--- src/rtl/lsu_pkg.sv ---
// Shared definitions for the load/store unit: RV32I width codes, FSM states
// and the sub-word store merge helper.
package lsu_pkg;

    localparam int unsigned XLEN     = 32;
    localparam int unsigned F3_WIDTH = 3;

    localparam logic [F3_WIDTH-1:0] F3_B  = 3'b000;
    localparam logic [F3_WIDTH-1:0] F3_H  = 3'b001;
    localparam logic [F3_WIDTH-1:0] F3_W  = 3'b010;
    localparam logic [F3_WIDTH-1:0] F3_BU = 3'b100;
    localparam logic [F3_WIDTH-1:0] F3_HU = 3'b101;

    typedef enum logic [2:0] {
        S_IDLE     = 3'd0,
        S_LOAD     = 3'd1,
        S_RMW_READ = 3'd2,
        S_WRITE    = 3'd3,
        S_RESP     = 3'd4
    } lsu_state_t;

    // Replace one byte (SB) or one half (SH) lane of old_word, keeping the rest.
    function automatic logic [XLEN-1:0] store_merge(
        input logic [XLEN-1:0]     old_word,
        input logic [15:0]         data,
        input logic [1:0]          off,
        input logic [F3_WIDTH-1:0] funct3
    );
        logic [XLEN-1:0] w;
        w = old_word;
        if (funct3 == F3_B) begin
            case (off)
                2'd0:    w[7:0]   = data[7:0];
                2'd1:    w[15:8]  = data[7:0];
                2'd2:    w[23:16] = data[7:0];
                default: w[31:24] = data[7:0];
            endcase
        end else if (off[1]) begin
            w[31:16] = data;
        end else begin
            w[15:0] = data;
        end
        return w;
    endfunction

endpackage

--- src/rtl/lsu_load_align.sv ---
// Load data alignment: selects the byte/half lane of a memory word and
// sign- or zero-extends it according to the RV32I load width code.
// Ports:
//   word_i    memory word as read
//   off_i     byte offset within the word (addr[1:0])
//   funct3_i  load width code
//   data_o    extended 32-bit load value (0 for an unknown width code)
module lsu_load_align
    import lsu_pkg::*;
(
    input  logic [XLEN-1:0]     word_i,
    input  logic [1:0]          off_i,
    input  logic [F3_WIDTH-1:0] funct3_i,
    output logic [XLEN-1:0]     data_o
);

    logic [7:0]  byte_c;
    logic [15:0] half_c;

    // Lane selection
    always_comb begin
        case (off_i)
            2'd0:    byte_c = word_i[7:0];
            2'd1:    byte_c = word_i[15:8];
            2'd2:    byte_c = word_i[23:16];
            default: byte_c = word_i[31:24];
        endcase
        half_c = off_i[1] ? word_i[31:16] : word_i[15:0];
    end

    // Extension
    always_comb begin
        case (funct3_i)
            F3_B:    data_o = {{24{byte_c[7]}}, byte_c};
            F3_H:    data_o = {{16{half_c[15]}}, half_c};
            F3_W:    data_o = word_i;
            F3_BU:   data_o = {24'd0, byte_c};
            F3_HU:   data_o = {16'd0, half_c};
            default: data_o = '0;
        endcase
    end

endmodule

--- src/rtl/load_store_unit.sv ---
// Memory-stage load/store engine for a word-addressed data memory.
// One request per handshake; SB/SH use read-modify-write. All outputs are
// registered.
// Build option: LSU_MISALIGN_TRAP_EN -- when defined, misaligned H/HU/SH and
// W/SW accesses are reported as errors; otherwise the low address bits are
// cleared and the access proceeds.
// Ports:
//   clock, reset             rising-edge clock, async active-high reset
//   req_*_i / req_ready_o    request channel (is_store, funct3, addr, wdata)
//   resp_*_o / resp_ready_i  response channel (rdata, error)
//   dmem_*                   memory read/write enables, word address, write
//                            data, combinational read data
module load_store_unit
    import lsu_pkg::*;
#(
    parameter int unsigned DMEM_WORDS = 1024
) (
    input  logic                clock,
    input  logic                reset,
    input  logic                req_valid_i,
    output logic                req_ready_o,
    input  logic                req_is_store_i,
    input  logic [F3_WIDTH-1:0] req_funct3_i,
    input  logic [XLEN-1:0]     req_addr_i,
    input  logic [XLEN-1:0]     req_wdata_i,
    output logic                resp_valid_o,
    input  logic                resp_ready_i,
    output logic [XLEN-1:0]     resp_rdata_o,
    output logic                resp_error_o,
    output logic                dmem_read_enable_o,
    output logic                dmem_write_enable_o,
    output logic [XLEN-1:0]     dmem_address_o,
    output logic [XLEN-1:0]     dmem_write_data_o,
    input  logic [XLEN-1:0]     dmem_read_data_i
);

    localparam logic [XLEN-1:0] DMEM_WORDS_W = XLEN'(DMEM_WORDS);

    lsu_state_t          state_q, state_d;
    logic [F3_WIDTH-1:0] funct3_q, funct3_d;
    logic [1:0]          off_q, off_d;
    logic [15:0]         sdata_q, sdata_d;
    logic                req_ready_q, req_ready_d;
    logic                resp_valid_q, resp_valid_d;
    logic [XLEN-1:0]     resp_rdata_q, resp_rdata_d;
    logic                resp_error_q, resp_error_d;
    logic                rd_en_q, rd_en_d;
    logic                wr_en_q, wr_en_d;
    logic [XLEN-1:0]     dmem_addr_q, dmem_addr_d;
    logic [XLEN-1:0]     dmem_wdata_q, dmem_wdata_d;

    logic                is_half_c, is_word_c;
    logic                illegal_c, range_err_c, misalign_c, req_err_c;
    logic [XLEN-1:0]     eff_addr_c;
    logic [XLEN-1:0]     load_data_c;
    logic [XLEN-1:0]     merge_c;

    // Request decode and error checking on the incoming request
    always_comb begin
        is_half_c  = (req_funct3_i == F3_H) || (!req_is_store_i && (req_funct3_i == F3_HU));
        is_word_c  = (req_funct3_i == F3_W);
        eff_addr_c = req_addr_i;
        if (req_is_store_i) begin
            illegal_c = (req_funct3_i > F3_W);
        end else begin
            illegal_c = (req_funct3_i == 3'b011) || (req_funct3_i == 3'b110) ||
                        (req_funct3_i == 3'b111);
        end
        range_err_c = ((req_addr_i >> 2) >= DMEM_WORDS_W);
`ifdef LSU_MISALIGN_TRAP_EN
        misalign_c = (is_half_c && req_addr_i[0]) ||
                     (is_word_c && (req_addr_i[1:0] != 2'b00));
`else
        misalign_c = 1'b0;
        // Silently align: drop the offending low address bits
        if (is_half_c) eff_addr_c[0]   = 1'b0;
        if (is_word_c) eff_addr_c[1:0] = 2'b00;
`endif
        req_err_c = illegal_c || range_err_c || misalign_c;
    end

    lsu_load_align u_load_align (
        .word_i   (dmem_read_data_i),
        .off_i    (off_q),
        .funct3_i (funct3_q),
        .data_o   (load_data_c)
    );

    // Sub-word store merge with the word just read
    always_comb begin
        merge_c = store_merge(dmem_read_data_i, sdata_q, off_q, funct3_q);
    end

    // State and output registers
    always_ff @(posedge clock or posedge reset) begin
        if (reset) begin
            state_q      <= S_IDLE;
            funct3_q     <= '0;
            off_q        <= '0;
            sdata_q      <= '0;
            req_ready_q  <= 1'b1;
            resp_valid_q <= 1'b0;
            resp_rdata_q <= '0;
            resp_error_q <= 1'b0;
            rd_en_q      <= 1'b0;
            wr_en_q      <= 1'b0;
            dmem_addr_q  <= '0;
            dmem_wdata_q <= '0;
        end else begin
            state_q      <= state_d;
            funct3_q     <= funct3_d;
            off_q        <= off_d;
            sdata_q      <= sdata_d;
            req_ready_q  <= req_ready_d;
            resp_valid_q <= resp_valid_d;
            resp_rdata_q <= resp_rdata_d;
            resp_error_q <= resp_error_d;
            rd_en_q      <= rd_en_d;
            wr_en_q      <= wr_en_d;
            dmem_addr_q  <= dmem_addr_d;
            dmem_wdata_q <= dmem_wdata_d;
        end
    end

    // Next-state and next-output logic
    always_comb begin
        state_d      = state_q;
        funct3_d     = funct3_q;
        off_d        = off_q;
        sdata_d      = sdata_q;
        req_ready_d  = req_ready_q;
        resp_valid_d = resp_valid_q;
        resp_rdata_d = resp_rdata_q;
        resp_error_d = resp_error_q;
        rd_en_d      = rd_en_q;
        wr_en_d      = wr_en_q;
        dmem_addr_d  = dmem_addr_q;
        dmem_wdata_d = dmem_wdata_q;

        case (state_q)
            S_IDLE: begin
                if (req_valid_i && req_ready_q) begin
                    funct3_d     = req_funct3_i;
                    off_d        = eff_addr_c[1:0];
                    sdata_d      = req_wdata_i[15:0];
                    req_ready_d  = 1'b0;
                    resp_rdata_d = '0;
                    resp_error_d = 1'b0;
                    if (req_err_c) begin
                        state_d      = S_RESP;
                        resp_valid_d = 1'b1;
                        resp_error_d = 1'b1;
                    end else if (!req_is_store_i) begin
                        state_d     = S_LOAD;
                        rd_en_d     = 1'b1;
                        dmem_addr_d = eff_addr_c >> 2;
                    end else if (is_word_c) begin
                        state_d      = S_WRITE;
                        wr_en_d      = 1'b1;
                        dmem_addr_d  = eff_addr_c >> 2;
                        dmem_wdata_d = req_wdata_i;
                    end else begin
                        state_d     = S_RMW_READ;
                        rd_en_d     = 1'b1;
                        dmem_addr_d = eff_addr_c >> 2;
                    end
                end
            end
            S_LOAD: begin
                state_d      = S_RESP;
                resp_rdata_d = load_data_c;
                resp_valid_d = 1'b1;
                rd_en_d      = 1'b0;
                dmem_addr_d  = '0;
            end
            S_RMW_READ: begin
                // Address is kept for the following write
                state_d      = S_WRITE;
                rd_en_d      = 1'b0;
                wr_en_d      = 1'b1;
                dmem_wdata_d = merge_c;
            end
            S_WRITE: begin
                state_d      = S_RESP;
                wr_en_d      = 1'b0;
                dmem_addr_d  = '0;
                dmem_wdata_d = '0;
                resp_valid_d = 1'b1;
            end
            S_RESP: begin
                if (resp_ready_i) begin
                    state_d      = S_IDLE;
                    resp_valid_d = 1'b0;
                    resp_rdata_d = '0;
                    resp_error_d = 1'b0;
                    req_ready_d  = 1'b1;
                end
            end
            default: begin
                state_d      = S_IDLE;
                req_ready_d  = 1'b1;
                resp_valid_d = 1'b0;
                rd_en_d      = 1'b0;
                wr_en_d      = 1'b0;
                dmem_addr_d  = '0;
                dmem_wdata_d = '0;
            end
        endcase
    end

    assign req_ready_o         = req_ready_q;
    assign resp_valid_o        = resp_valid_q;
    assign resp_rdata_o        = resp_rdata_q;
    assign resp_error_o        = resp_error_q;
    assign dmem_read_enable_o  = rd_en_q;
    assign dmem_write_enable_o = wr_en_q;
    assign dmem_address_o      = dmem_addr_q;
    assign dmem_write_data_o   = dmem_wdata_q;

endmodule

--- config.mk ---
export PLATFORM = sky130hd
export DESIGN_NAME = load_store_unit
export DESIGN_NICKNAME = d
export VERILOG_FILES = /design/src/rtl/lsu_pkg.sv /design/src/rtl/lsu_load_align.sv /design/src/rtl/load_store_unit.sv
export SDC_FILE = /design/constraint.sdc
export NUM_CORES = 1
export LEC_CHECK = 0
export ABC_AREA = 1
export BUFFER_PORTS_ARGS = -buffer_cell sky130_fd_sc_hd__buf_2
export CAP_MARGIN = 10
export CORE_MARGIN = 8
export CORE_UTILIZATION = 58
export DETAILED_ROUTE_END_ITERATION = 7
export GPL_ROUTABILITY_DRIVEN = 0
export MAX_ROUTING_LAYER = met4
export PLACE_DENSITY = 0.88
export SYNTH_ARGS = -nofsm -noshare
export SYNTH_HDL_FRONTEND = slang
export SYNTH_HIERARCHICAL = 1
export SYNTH_SLANG_ARGS = --single-unit
--- constraint.sdc ---
create_clock -name clock -period 5.4 [get_ports clock]
set_input_delay 0.54 -clock clock [delete_from_list [all_inputs] [get_ports clock]]
set_output_delay 0.54 -clock clock [all_outputs]
set_load 0.02 [all_outputs]
==> key figures <==
Power
  • VDD IR max: between 400 and 500 µV
  • Leakage: between 5 and 6 nW
  • PD cells: slightly above 500 nW/µm²

Floorplan
  • Rows: ~40
  • Die area: ~17,000 µm²
  • Die Y: roughly 130 µm
  • Die Wd: roughly 130 µm
  • # IOs: around 210
  • Core outline area: between 10,000 and 15,000 µm²
  • Initial Util: about 60%

Synthesis
  • Synth unique cells: 31
  • Mapped Area: between 7000 and 8000 µm²
  • Yosys warning count: 6
  • Syn avg cell area: a little under 7 µm²
  • Post-synthesis instance total: 1,107
  • Count of state elements after synthesis: 123
  • Sequential share of the synthesized area: between 40% and 50%

STA
  • Crit share post-route: a little under three fifths
  • Achievable Freq: between 300 and 400 MHz
  • Final WS setup: 2.43 ns
  • Hold Fails Final Rpt: 0
  • Period minus WS final: 2.97 ns
  • Total negative slack: 0 ns
  • Worst slew pin tran: between 1 and 1.5 ns
  • Clock Skew: between 0.007 and 0.008 ns
  • Worst rel slew slack: 27.5%
  • Final Setup Violations: 0
  • Hold WS: 0.310 ns
  • Final Max Slew Viols: 0
  • RSZ-0062 raised after global routing: no

Route
  • Initial DRC count: roughly 830
  • Routed wire length: around 24 mm
  • DR vias: 8,267
  • Drt wl/cell: ~17 µm
  • DRC viols: 0
  • Antenna Violating Nets Remaining: 0
  • Via/cell ratio: between 5 and 6
  • DRT Pass-1 Iters: 6

Setup path
  • Worst path bufs/invs: 2
  • Worst-path cell chain: inv_1 -> nand2_1 -> inv_1 -> nand3_1 -> nand3_1 -> nand2_1 -> nand3_1 -> nand2_1
  • Worst setup EP type: flip-flop
  • Crit path max-delay family: simple AND/OR/NAND/NOR gates
  • Setup CP Type: flip-flop to flip-flop
  • Worst stage delay on the critical path: 1.00 ns
  • Reg2reg setup slack: between 2 and 2.5 ns
  • CP Launch Type: flip-flop
  • Req. time, crit path: roughly 5.7 ns
  • CP arrival: approximately 3.3 ns
  • Crit-path max FO: 33
  • Slowest cell on crit path: inv_1

Layout
  • Most common cell after layout, fill and taps aside: nand2_1
  • Most frequent cells in the layout: nand2_1, nand3_1, buf_2, dfrtp_1, inv_1
  • Synth-to-layout area growth: 20.6%
  • Share of layout cells above drive strength 1: 22.3%
  • # fillers: roughly 1,000
  • Final nets: 1,372

Clocking
  • CTS Sinks: between 100 and 150
  • TritonCTS clock tree: built
  • Htree depth: 4
  • Root buf cell: clkbuf_16
  • Postcts setup bufs: 0
  • CTS resizes: 0
  • Hold_buf cts: 0
  • Cts bufs inserted: 17
  • CTS max path bufs: 2
  • Clk_lat worst skew: around 0.42 ns
  • Reg clk slew, reported paths: around 0.060 ns

Hold path
  • Worst hold path type: input port to asynchronous set/reset pin

Job
  • # Max-Cap Violations: 0

Global route
  • Gr ovfl total: 0
  • Number of global-route vias before repair: slightly below 8,000
  • First-pass GRT wire length: approximately 38 mm
  • Initial antenna violation count: 1
  • Maximum number of pins on one net before global-route repair: 76
  • Total global routing track utilization: between 20 and 30%

Place
  • Setup WS pre-CTS: 2.36 ns
  • Port bufs: slightly above 200
  • HPWL after detailed placement: 16.9 mm

Status
  • Status: finished, final reports clean
[cell type report]
type                    count  area [µm²]  share of cell area, %
multi-input cells         821        3700                   40.7
flip-flops and latches    123        3080                   33.9
repair buffers            208        1060                   11.7
clock buffers              19         433                   4.77
inverters                  97         367                   4.04
clock inverters            13         215                   2.37
well taps                 172         215                   2.37
diodes                      2        5.00                 0.0551
[power by group]
group / total (W) / switching, W / internal (W) / leakage [nW]
logic: 0.00205 / 0.00144 / 0.000608 / 3.20
registers: 0.00139 / 0.000253 / 0.00114 / 1.66
clock network: 0.00125 / 0.000431 / 0.000824 / 0.313
total: 0.00470 / 0.00213 / 0.00257 / 5.17
[synth_stat cells, drive strengths merged]
| library cell | count | share of area (%) |
|---|---|---|
| o21ai | 41 | 2.8 |
| inv | 95 | 4.7 |
| a21oi | 9 | 0.60 |
| nor3 | 1 | 0.22 |
| nand3 | 243 | 17 |
| nand3b | 8 | 0.96 |
| or2 | 1 | 0.083 |
| o211ai | 1 | 0.10 |
| clkinv | 2 | 0.10 |
| nor2 | 54 | 3.1 |
| buf | 43 | 4.0 |
| clkbuf | 24 | 1.2 |
| conb | 1 | 0.050 |
| dfrtp | 122 | 41 |
| nand2 | 449 | 23 |
| dfstp | 1 | 0.35 |
| and3 | 1 | 0.083 |
| nand4 | 11 | 0.91 |
[flip-flops by register name, indices dropped and copies added (netlist names)]
register,cells
dmem_write_data_o,32
resp_rdata_o,32
dmem_address_o,30
sdata_q,16
funct3_q,3
state_q,3
off_q,2
dmem_read_enable_o,1
dmem_write_enable_o,1
req_ready_o,1
resp_error_o,1
resp_valid_o,1
[layer usage]
| layer | wire, µm | global-route usage (%) | vias up |
|---|---|---|---|
| met2 | 10900 | 45.5 | 580 |
| met1 | 9530 | 36.4 | 3745 |
| li1 | - | - | 3841 |
| met5 | 0 | - | - |
| met3 | 2850 | 7.06 | 101 |
| met4 | 943 | 14.6 | 0 |
[kinds of logic after synthesis]
group           after synthesis  share of synthesized area [%]
other cells                   1                         0.0498
buf+inv                     164                           10.0
flops                       123                           40.9
compound gates               51                           3.52
simple gates                768                           45.5
[path summary, 6_finish.rpt]
check / start / end / cells past startpoint
worst max-delay path: funct3_q[1] / dmem_write_data_o[13] / 8
worst min-delay path: reset / dmem_write_data_o[3] / 2
worst max register to register: funct3_q[1] / dmem_write_data_o[13] / 8
worst min register to register: dmem_write_data_o[21] / dmem_write_data_o[21] / 2
max in group asynchronous: reset / dmem_address_o[13] / 3
min in group clock: req_wdata_i[4] / sdata_q[4] / 3
[through the flow]
stage,cells,utilization (%),area (µm²),total power [W]
floorplan,1108,-,7530,0.00290
global placement,1420,66.4,8410,0.00334
detailed placement,1420,66.4,8410,0.00338
CTS,1452,71.5,9060,0.00465
global route,1454,71.6,9070,0.00497
finish,1455,71.6,9080,0.00470
Note: power is estimated with default switching activity, not from simulation.
